### src/rtl/fetch_stage_if.sv
// -----------------------------------------------------------------------------
// fetch_stage_if
// Instruction-memory bus between the fetch stage and instruction memory.
//   imem_addr_o  [15:0]  word index driven by the fetch stage (pc >> 2)
//   imem_instr_i [31:0]  instruction word returned combinationally by memory
// Modports:
//   master : fetch side (drives the address, receives the instruction)
//   slave  : memory side (receives the address, returns the instruction)
// -----------------------------------------------------------------------------
interface fetch_stage_if;
   logic [15:0] imem_addr_o;
   logic [31:0] imem_instr_i;

   modport master (output imem_addr_o, input imem_instr_i);
   modport slave  (input imem_addr_o, output imem_instr_i);
endinterface

### src/rtl/fetch_stage.sv
// -----------------------------------------------------------------------------
// fetch_stage
// Instruction-fetch stage: owns the PC, addresses instruction memory and
// registers the returned word into the IF/ID pipeline register along with its
// PC and PC+4. Handles decode stalls, execute redirects and a sticky halt when
// fetch runs past the end of instruction memory.
// Ports:
//   clk, reset           clock and synchronous active-high reset
//   stall_i              freeze PC and IF/ID
//   redirect_i           taken branch/jump; loads redirect_target_i into PC
//   redirect_target_i    byte target (low two bits ignored)
//   imem                 instruction-memory bus (master side)
//   pc_o                 current fetch PC (byte address)
//   ifid_instr_o         instruction handed to decode
//   ifid_pc_o            byte PC of ifid_instr_o
//   ifid_pc4_o           ifid_pc_o + 4
//   ifid_valid_o         IF/ID slot holds a real instruction
//   fetch_fault_o        sticky out-of-range fetch indication
// -----------------------------------------------------------------------------
module fetch_stage #(
   parameter logic [15:0] RESET_PC   = 16'h0000,
   parameter int unsigned IMEM_WORDS = 32,
   parameter logic [31:0] NOP_INSTR  = 32'h0000_0013
) (
   input  logic                clk,
   input  logic                reset,
   input  logic                stall_i,
   input  logic                redirect_i,
   input  logic [15:0]         redirect_target_i,
   fetch_stage_if.master       imem,
   output logic [15:0]         pc_o,
   output logic [31:0]         ifid_instr_o,
   output logic [15:0]         ifid_pc_o,
   output logic [15:0]         ifid_pc4_o,
   output logic                ifid_valid_o,
   output logic                fetch_fault_o
);

   localparam int unsigned PC_W    = 16;
   localparam int unsigned INSTR_W = 32;
   localparam logic [PC_W-1:0] ALIGN_MASK = 16'hFFFC;
   localparam logic [PC_W-1:0] PC_RST     = RESET_PC & ALIGN_MASK;
   localparam logic [PC_W-1:0] PC_STEP    = 16'd4;

   logic [PC_W-1:0]    pc_q,    pc_d;
   logic [INSTR_W-1:0] instr_q, instr_d;
   logic [PC_W-1:0]    ipc_q,   ipc_d;
   logic [PC_W-1:0]    ipc4_q,  ipc4_d;
   logic               valid_q, valid_d;
   logic               fault_q, fault_d;
   logic               oob_c;

   // Word address straight from the PC register; memory reads combinationally.
   assign imem.imem_addr_o = {2'b00, pc_q[PC_W-1:2]};

   // Fetch address beyond the populated memory.
   assign oob_c = (32'(pc_q[PC_W-1:2]) >= IMEM_WORDS);

   // Next-state: halt > redirect > stall > out-of-range > advance.
   always_comb begin
      pc_d    = pc_q;
      instr_d = instr_q;
      ipc_d   = ipc_q;
      ipc4_d  = ipc4_q;
      valid_d = valid_q;
      fault_d = fault_q;

      if (fault_q) begin
         // Halted: keep emitting bubbles until reset.
         instr_d = NOP_INSTR;
         valid_d = 1'b0;
      end else if (redirect_i) begin
         // Squash the wrong-path slot; its PC fields are left as they were.
         pc_d    = redirect_target_i & ALIGN_MASK;
         instr_d = NOP_INSTR;
         valid_d = 1'b0;
      end else if (stall_i) begin
         // Everything holds.
      end else if (oob_c) begin
         // Never register the memory's out-of-range output as valid.
         fault_d = 1'b1;
         instr_d = NOP_INSTR;
         valid_d = 1'b0;
      end else begin
         instr_d = imem.imem_instr_i;
         ipc_d   = pc_q;
         ipc4_d  = pc_q + PC_STEP;
         valid_d = 1'b1;
         pc_d    = pc_q + PC_STEP;
      end
   end

   // State registers with synchronous reset.
   always_ff @(posedge clk) begin
      if (reset) begin
         pc_q    <= PC_RST;
         instr_q <= NOP_INSTR;
         ipc_q   <= '0;
         ipc4_q  <= '0;
         valid_q <= 1'b0;
         fault_q <= 1'b0;
      end else begin
         pc_q    <= pc_d;
         instr_q <= instr_d;
         ipc_q   <= ipc_d;
         ipc4_q  <= ipc4_d;
         valid_q <= valid_d;
         fault_q <= fault_d;
      end
   end

   assign pc_o          = pc_q;
   assign ifid_instr_o  = instr_q;
   assign ifid_pc_o     = ipc_q;
   assign ifid_pc4_o    = ipc4_q;
   assign ifid_valid_o  = valid_q;
   assign fetch_fault_o = fault_q;

endmodule

### src/flat_wrapper.sv
// flat-port wrapper written by rule: the top's interface ports become plain ports
module fetch_stage_flat 
#(
   parameter logic [15:0] RESET_PC   = 16'h0000,
   parameter int unsigned IMEM_WORDS = 32,
   parameter logic [31:0] NOP_INSTR  = 32'h0000_0013
)
  (clk, reset, stall_i, redirect_i, redirect_target_i, pc_o, ifid_instr_o, ifid_pc_o, ifid_pc4_o, ifid_valid_o, fetch_fault_o, imem_imem_addr_o, imem_imem_instr_i);
  fetch_stage_if imem_i ();
  input  logic clk;
  input  logic reset;
  input  logic stall_i;
  input  logic redirect_i;
  input  logic [15:0] redirect_target_i;
  output logic [15:0] pc_o;
  output logic [31:0] ifid_instr_o;
  output logic [15:0] ifid_pc_o;
  output logic [15:0] ifid_pc4_o;
  output logic ifid_valid_o;
  output logic fetch_fault_o;
  output wire logic [$bits(imem_i.imem_addr_o)-1:0] imem_imem_addr_o;
  input wire logic [$bits(imem_i.imem_instr_i)-1:0] imem_imem_instr_i;
  assign imem_imem_addr_o = imem_i.imem_addr_o;
  assign imem_i.imem_instr_i = imem_imem_instr_i;
  fetch_stage #(.RESET_PC(RESET_PC), .IMEM_WORDS(IMEM_WORDS), .NOP_INSTR(NOP_INSTR)) u_core (.clk(clk), .reset(reset), .stall_i(stall_i), .redirect_i(redirect_i), .redirect_target_i(redirect_target_i), .imem(imem_i), .pc_o(pc_o), .ifid_instr_o(ifid_instr_o), .ifid_pc_o(ifid_pc_o), .ifid_pc4_o(ifid_pc4_o), .ifid_valid_o(ifid_valid_o), .fetch_fault_o(fetch_fault_o));
endmodule
### config.mk
export PLATFORM = sky130hd
export DESIGN_NAME = fetch_stage_flat
export DESIGN_NICKNAME = d
export VERILOG_FILES = /design/src/rtl/fetch_stage_if.sv /design/src/rtl/fetch_stage.sv /design/src/flat_wrapper.sv
export SDC_FILE = /design/constraint.sdc
export NUM_CORES = 1
export LEC_CHECK = 0
export BUFFER_PORTS_ARGS = -buffer_cell sky130_fd_sc_hd__buf_2
export CELL_PAD_IN_SITES_DETAIL_PLACEMENT = 1
export CELL_PAD_IN_SITES_GLOBAL_PLACEMENT = 1
export CORE_ASPECT_RATIO = 0.6
export CORE_MARGIN = 3
export CORE_UTILIZATION = 34
export DETAILED_ROUTE_END_ITERATION = 10
export PLACE_DENSITY = 0.79
export SYNTH_ARGS = -nofsm -noshare
export SYNTH_HDL_FRONTEND = slang
export SYNTH_SLANG_ARGS = --single-unit
### constraint.sdc
create_clock -name clk -period 3.64 [get_ports clk]
set_input_delay 0.728 -clock clk [delete_from_list [all_inputs] [get_ports clk]]
set_output_delay 0.728 -clock clk [all_outputs]
set_load 0.02 [all_outputs]
Word level (Yosys, flattened, before mapping) --
Cells that the tools add are included.
Storage, ports and cells: register bits 82, input bits 52, output and inout port bits 98, logic and storage cells 26
Operators by class: add/sub/neg operators 1, order comparisons 1, equality and inequality tests 2, muxes and demuxes 9, bitwise gates (word level) 4, reduce and logical (&&, ||, !) cells 3
Operator list (count):
- $mux 16 | 3
- $mux 32 | 1
- $add 16x3->16 const B | 1
- $ge 14x6->1 const B | 1
- $mux 1 | 5
- $not 1->1 | 4
- $reduce_and 4->1 | 1
- $reduce_and 3->1 | 1
- $reduce_or 3->1 | 1
- $ne 2x1->1 const B | 1
- $ne 2x2->1 const B | 1

Logic depth before layout (Yosys ltp) --
depth after elaboration 5, depth in mapped cells 7, gate-level depth less buffers 5

Least setup slack after synthesis --
OpenSTA, ideal clock, no wires.
path kind in2reg, from in stall_i, to reg u_core.pc_q[5], in the netlist u_core.pc_o[5], setup time 132 ps, data arrival time 1829 ps, data required time 3508 ps, slack 1678 ps, stages 7, buffers on the path 2, cell sequence clkbuf_1 > inv_1 > nand4_1 > a21o_1 > clkbuf_1 > o21ai_0 > a21oi_1
On the way: word-level cells in the longest chain between the ends 2
Ends and longest elaborated chain:
- from (decl) | RTL line flat_wrapper.sv:12 | input logic stall_i;
- $ne 2x1->1 (no source line)
- $reduce_and 3->1 (no source line)
- to (signal assigned) | RTL line fetch_stage.sv:103 | pc_q <= pc_d;
- to (decl) | RTL line fetch_stage.sv:45 | logic [PC_W-1:0] pc_q, pc_d;
Every way passes these cells. A chain may end at the register's enable or synchronous reset.

Final worst setup path --
from in stall_i, to reg u_core.pc_q[14], in the netlist u_core.pc_o[14]
Same word-level chain as after synthesis.

==> flow_summary.ini <==
[place]
gp_congestion = 0.769
dp_hpwl_um = 6130
io_buffers = 139
place_area_mm2 = 0.00351
dpl.cell_count = 522
pre_cts_slack_ps = 722

[finish]
layout-drive-gt1-share_pct = 38.1
instances_no_fill = 538
nets = 479
multi_input_area_mm2 = 0.00112
area_delta_synth_final_pct = 32.2
fillers = 1005
seq_area_mm2 = 0.00152
finalInstanceArea_mm2 = 0.00381
antenna_cells = 0

[die]
ios = 150
start_util_pct = 35.7
die_area_mm2 = 0.00966
core_area_mm2 = 0.00807
die_w_um = 125
die_h_um = 77.3
rows = 25

[synth]
ys_warn_count = 0
yosysTopAreaCell = dfxtp_1
synth-seq-cells = 76
synth_area_leaders = dfxtp_1 53%, a22oi_1 7.8%, nor2_1 6.4%
synth_seq_area_share_pct = 52.8
synth_area_per_cell_um2 = 9.36
netlist-cell-type-count = 34
synth_cells = 308
syn_area_mm2 = 0.00288
synth_top_cell_area_share_pct = 52.8

[routing]
drt_wl_total_um = 8580
via_per_inst = 4.86
wl_per_cell_um = 15.9
drc = 0
drtIter0Drc = 102
vias = 2613
drtAntennaViolNets = 0
drtPass1Iterations = 4

[sta]
maxSlewViolCount = 0
max_freq_mhz = 387
relSlewSlack_pct = 21.7
fin_skew_ps = 6.04
setup_violations = 0
rsz0062_at_grt = no
tightest_slew_ps = 1170
finalCriticalPeriod_ps = 2590
final-hold-violation-count = 0
fin_crit_sh_pct = 71.1
setup_ws_ps = 1050
tns_ps = 0

[setup_path]
cp.required_ps = 3890
startpoint_type = input port
rrSetupSlack_ps = 1230
critPathArrivalTime_ps = 2840
path_max_fanout = 32
setup.worst_path.class = input port to register
cp-end-kind = register

[global_route]
gr-total-overflow = 0
antenna_found_initial = 0
grt_usage_pct = 18.2
grt_pass1_wl_um = 14100
grt_pass1_vias = 2724
grt_max_degree = 33

[hold_path]
min_path_type = register to register

[clocking]
path_clk_slew_ps = 60
clockRootBuffer = clkbuf_16
clk_latency_ps = 330
ctsHoldBuffers = 0
cts-resized-gates = 0
cts.sinks = 76
clockBufferDepth = 2
cts_htree_levels = 3
cts_setup_buffers = 0
numCtsBuffers = 9
cts_tree = yes

[power_and_ir_drop]
clockPowerShare_pct = 43.1
p_int_uw = 1510
seqPwrFrac_pct = 43.1
p_comb_share_pct = 13.8
sw_frac_of_total_pct = 27.3
power.switching_uw = 566
p_leak_uw = 0.00179
peakVddDrop_uv = 275
p_total_uw = 2070
power_density_mw_per_mm2 = 544

[flow_run]
drv_cap = 0

[outcome]
status = completed
-- worst paths after layout --
kind / start / end / depth (start not counted)
hold / removal: u_core.ifid_pc4_o[9] / u_core.ifid_pc4_o[9] / 1
setup / recovery: stall_i / u_core.pc_o[14] / 6
setup reg to reg: u_core.pc_o[9] / u_core.pc_o[14] / 5
hold reg to reg: u_core.ifid_pc4_o[9] / u_core.ifid_pc4_o[9] / 1
-- registers in the layout, summed over array words and instances (netlist names) --
| register | count |
|---|---|
| u_core.fetch_fault_o | 1 |
| u_core.ifid_instr_o | 32 |
| u_core.ifid_pc4_o | 14 |
| u_core.ifid_pc_o | 14 |
| u_core.ifid_valid_o | 1 |
| u_core.pc_o | 14 |
-- worst max-delay path, cell delays in order --
cell,delay (ps)
buf_2,320
inv_1,240
nand4_1,270
a21oi_1,920
nand3_1,170
a21oi_1,180
-- layout by cell type, fill, tap and decap left out, types with 8 or more instances in the layout --
cell and n:
clkbuf_16 9, conb_1 8, and2_1 17, a21oi_1 14, dfxtp_1 76, nand2_1 20
a22oi_1 30, nand3_1 9, buf_2 139, mux2i_1 8, nor2_1 49
-- layout make-up --
type,count,area share (%)
inverter,4,0.394
timing repair buffer,142,18.8
multi-input combinational,192,29.4
tap,108,3.54
sequential,76,39.9
clock inverter,6,1.67
clock buffer,10,6.27
-- metrics by stage --
stage	utilization, %	hold WS, ps
2_1_floorplan	-	545
3_3_place_gp	43.5	437
3_5_place_dp	43.5	438
4_1_cts	47.3	458
5_1_grt	47.3	475
6_report	47.3	452
-- per-layer routing --
| layer | global-route usage [%] | vias up | share of wire (%) |
|---|---|---|---|
| met5 | 0 | - | 0 |
| met4 | 5.41 | 0 | 1.0 |
| met3 | 8.46 | 8 | 9.7 |
| met2 | 29.8 | 93 | 47 |
| met1 | 21.6 | 1246 | 42 |
| li1 | - | 1266 | - |
-- cells in the mapped netlist --
cell type,count
dfxtp_1,76
nor2_1,49
a22oi_1,30
buf_4,22
nand2_1,20
clkbuf_1,19
and2_1,17
a21oi_1,14
nand3_1,9
mux2i_1,8
o21ai_0,6
inv_1,4
a211oi_2,3
a31oi_1,3
o22ai_1,3
ha_1,2
nand2b_1,2
nor3_1,2
nor4_4,2
o31ai_1,2
xor2_1,2
a211o_1,1
a211oi_1,1
a21o_1,1
a2bb2oi_1,1
a311oi_1,1
and4_1,1
buf_2,1
buf_6,1
conb_1,1
nand4_1,1
nor2_2,1
or3_1,1
xnor2_1,1
-- logic make-up after synthesis --
group / Yosys count / synth area share (%)
compound gates: 66 / 15.8
xor+xnor: 3 / 0.911
flops: 76 / 52.8
other cells: 1 / 0.130
buf+inv: 47 / 9.28
mux: 8 / 2.78
fa+ha+maj: 2 / 0.868
simple gates: 105 / 17.4
-- power groups by stage --
| stage | Clock, µW | Sequential, µW | Combinational (µW) |
|---|---|---|---|
| after global placement | 0 | 910 | 279 |
| after CTS | 918 | 894 | 291 |
| after detailed placement | 0 | 912 | 289 |
| final | 894 | 893 | 287 |
| after global routing | 960 | 899 | 316 |
| after floorplan | 0 | 938 | 177 |
(Power assumes the default switching activity.)
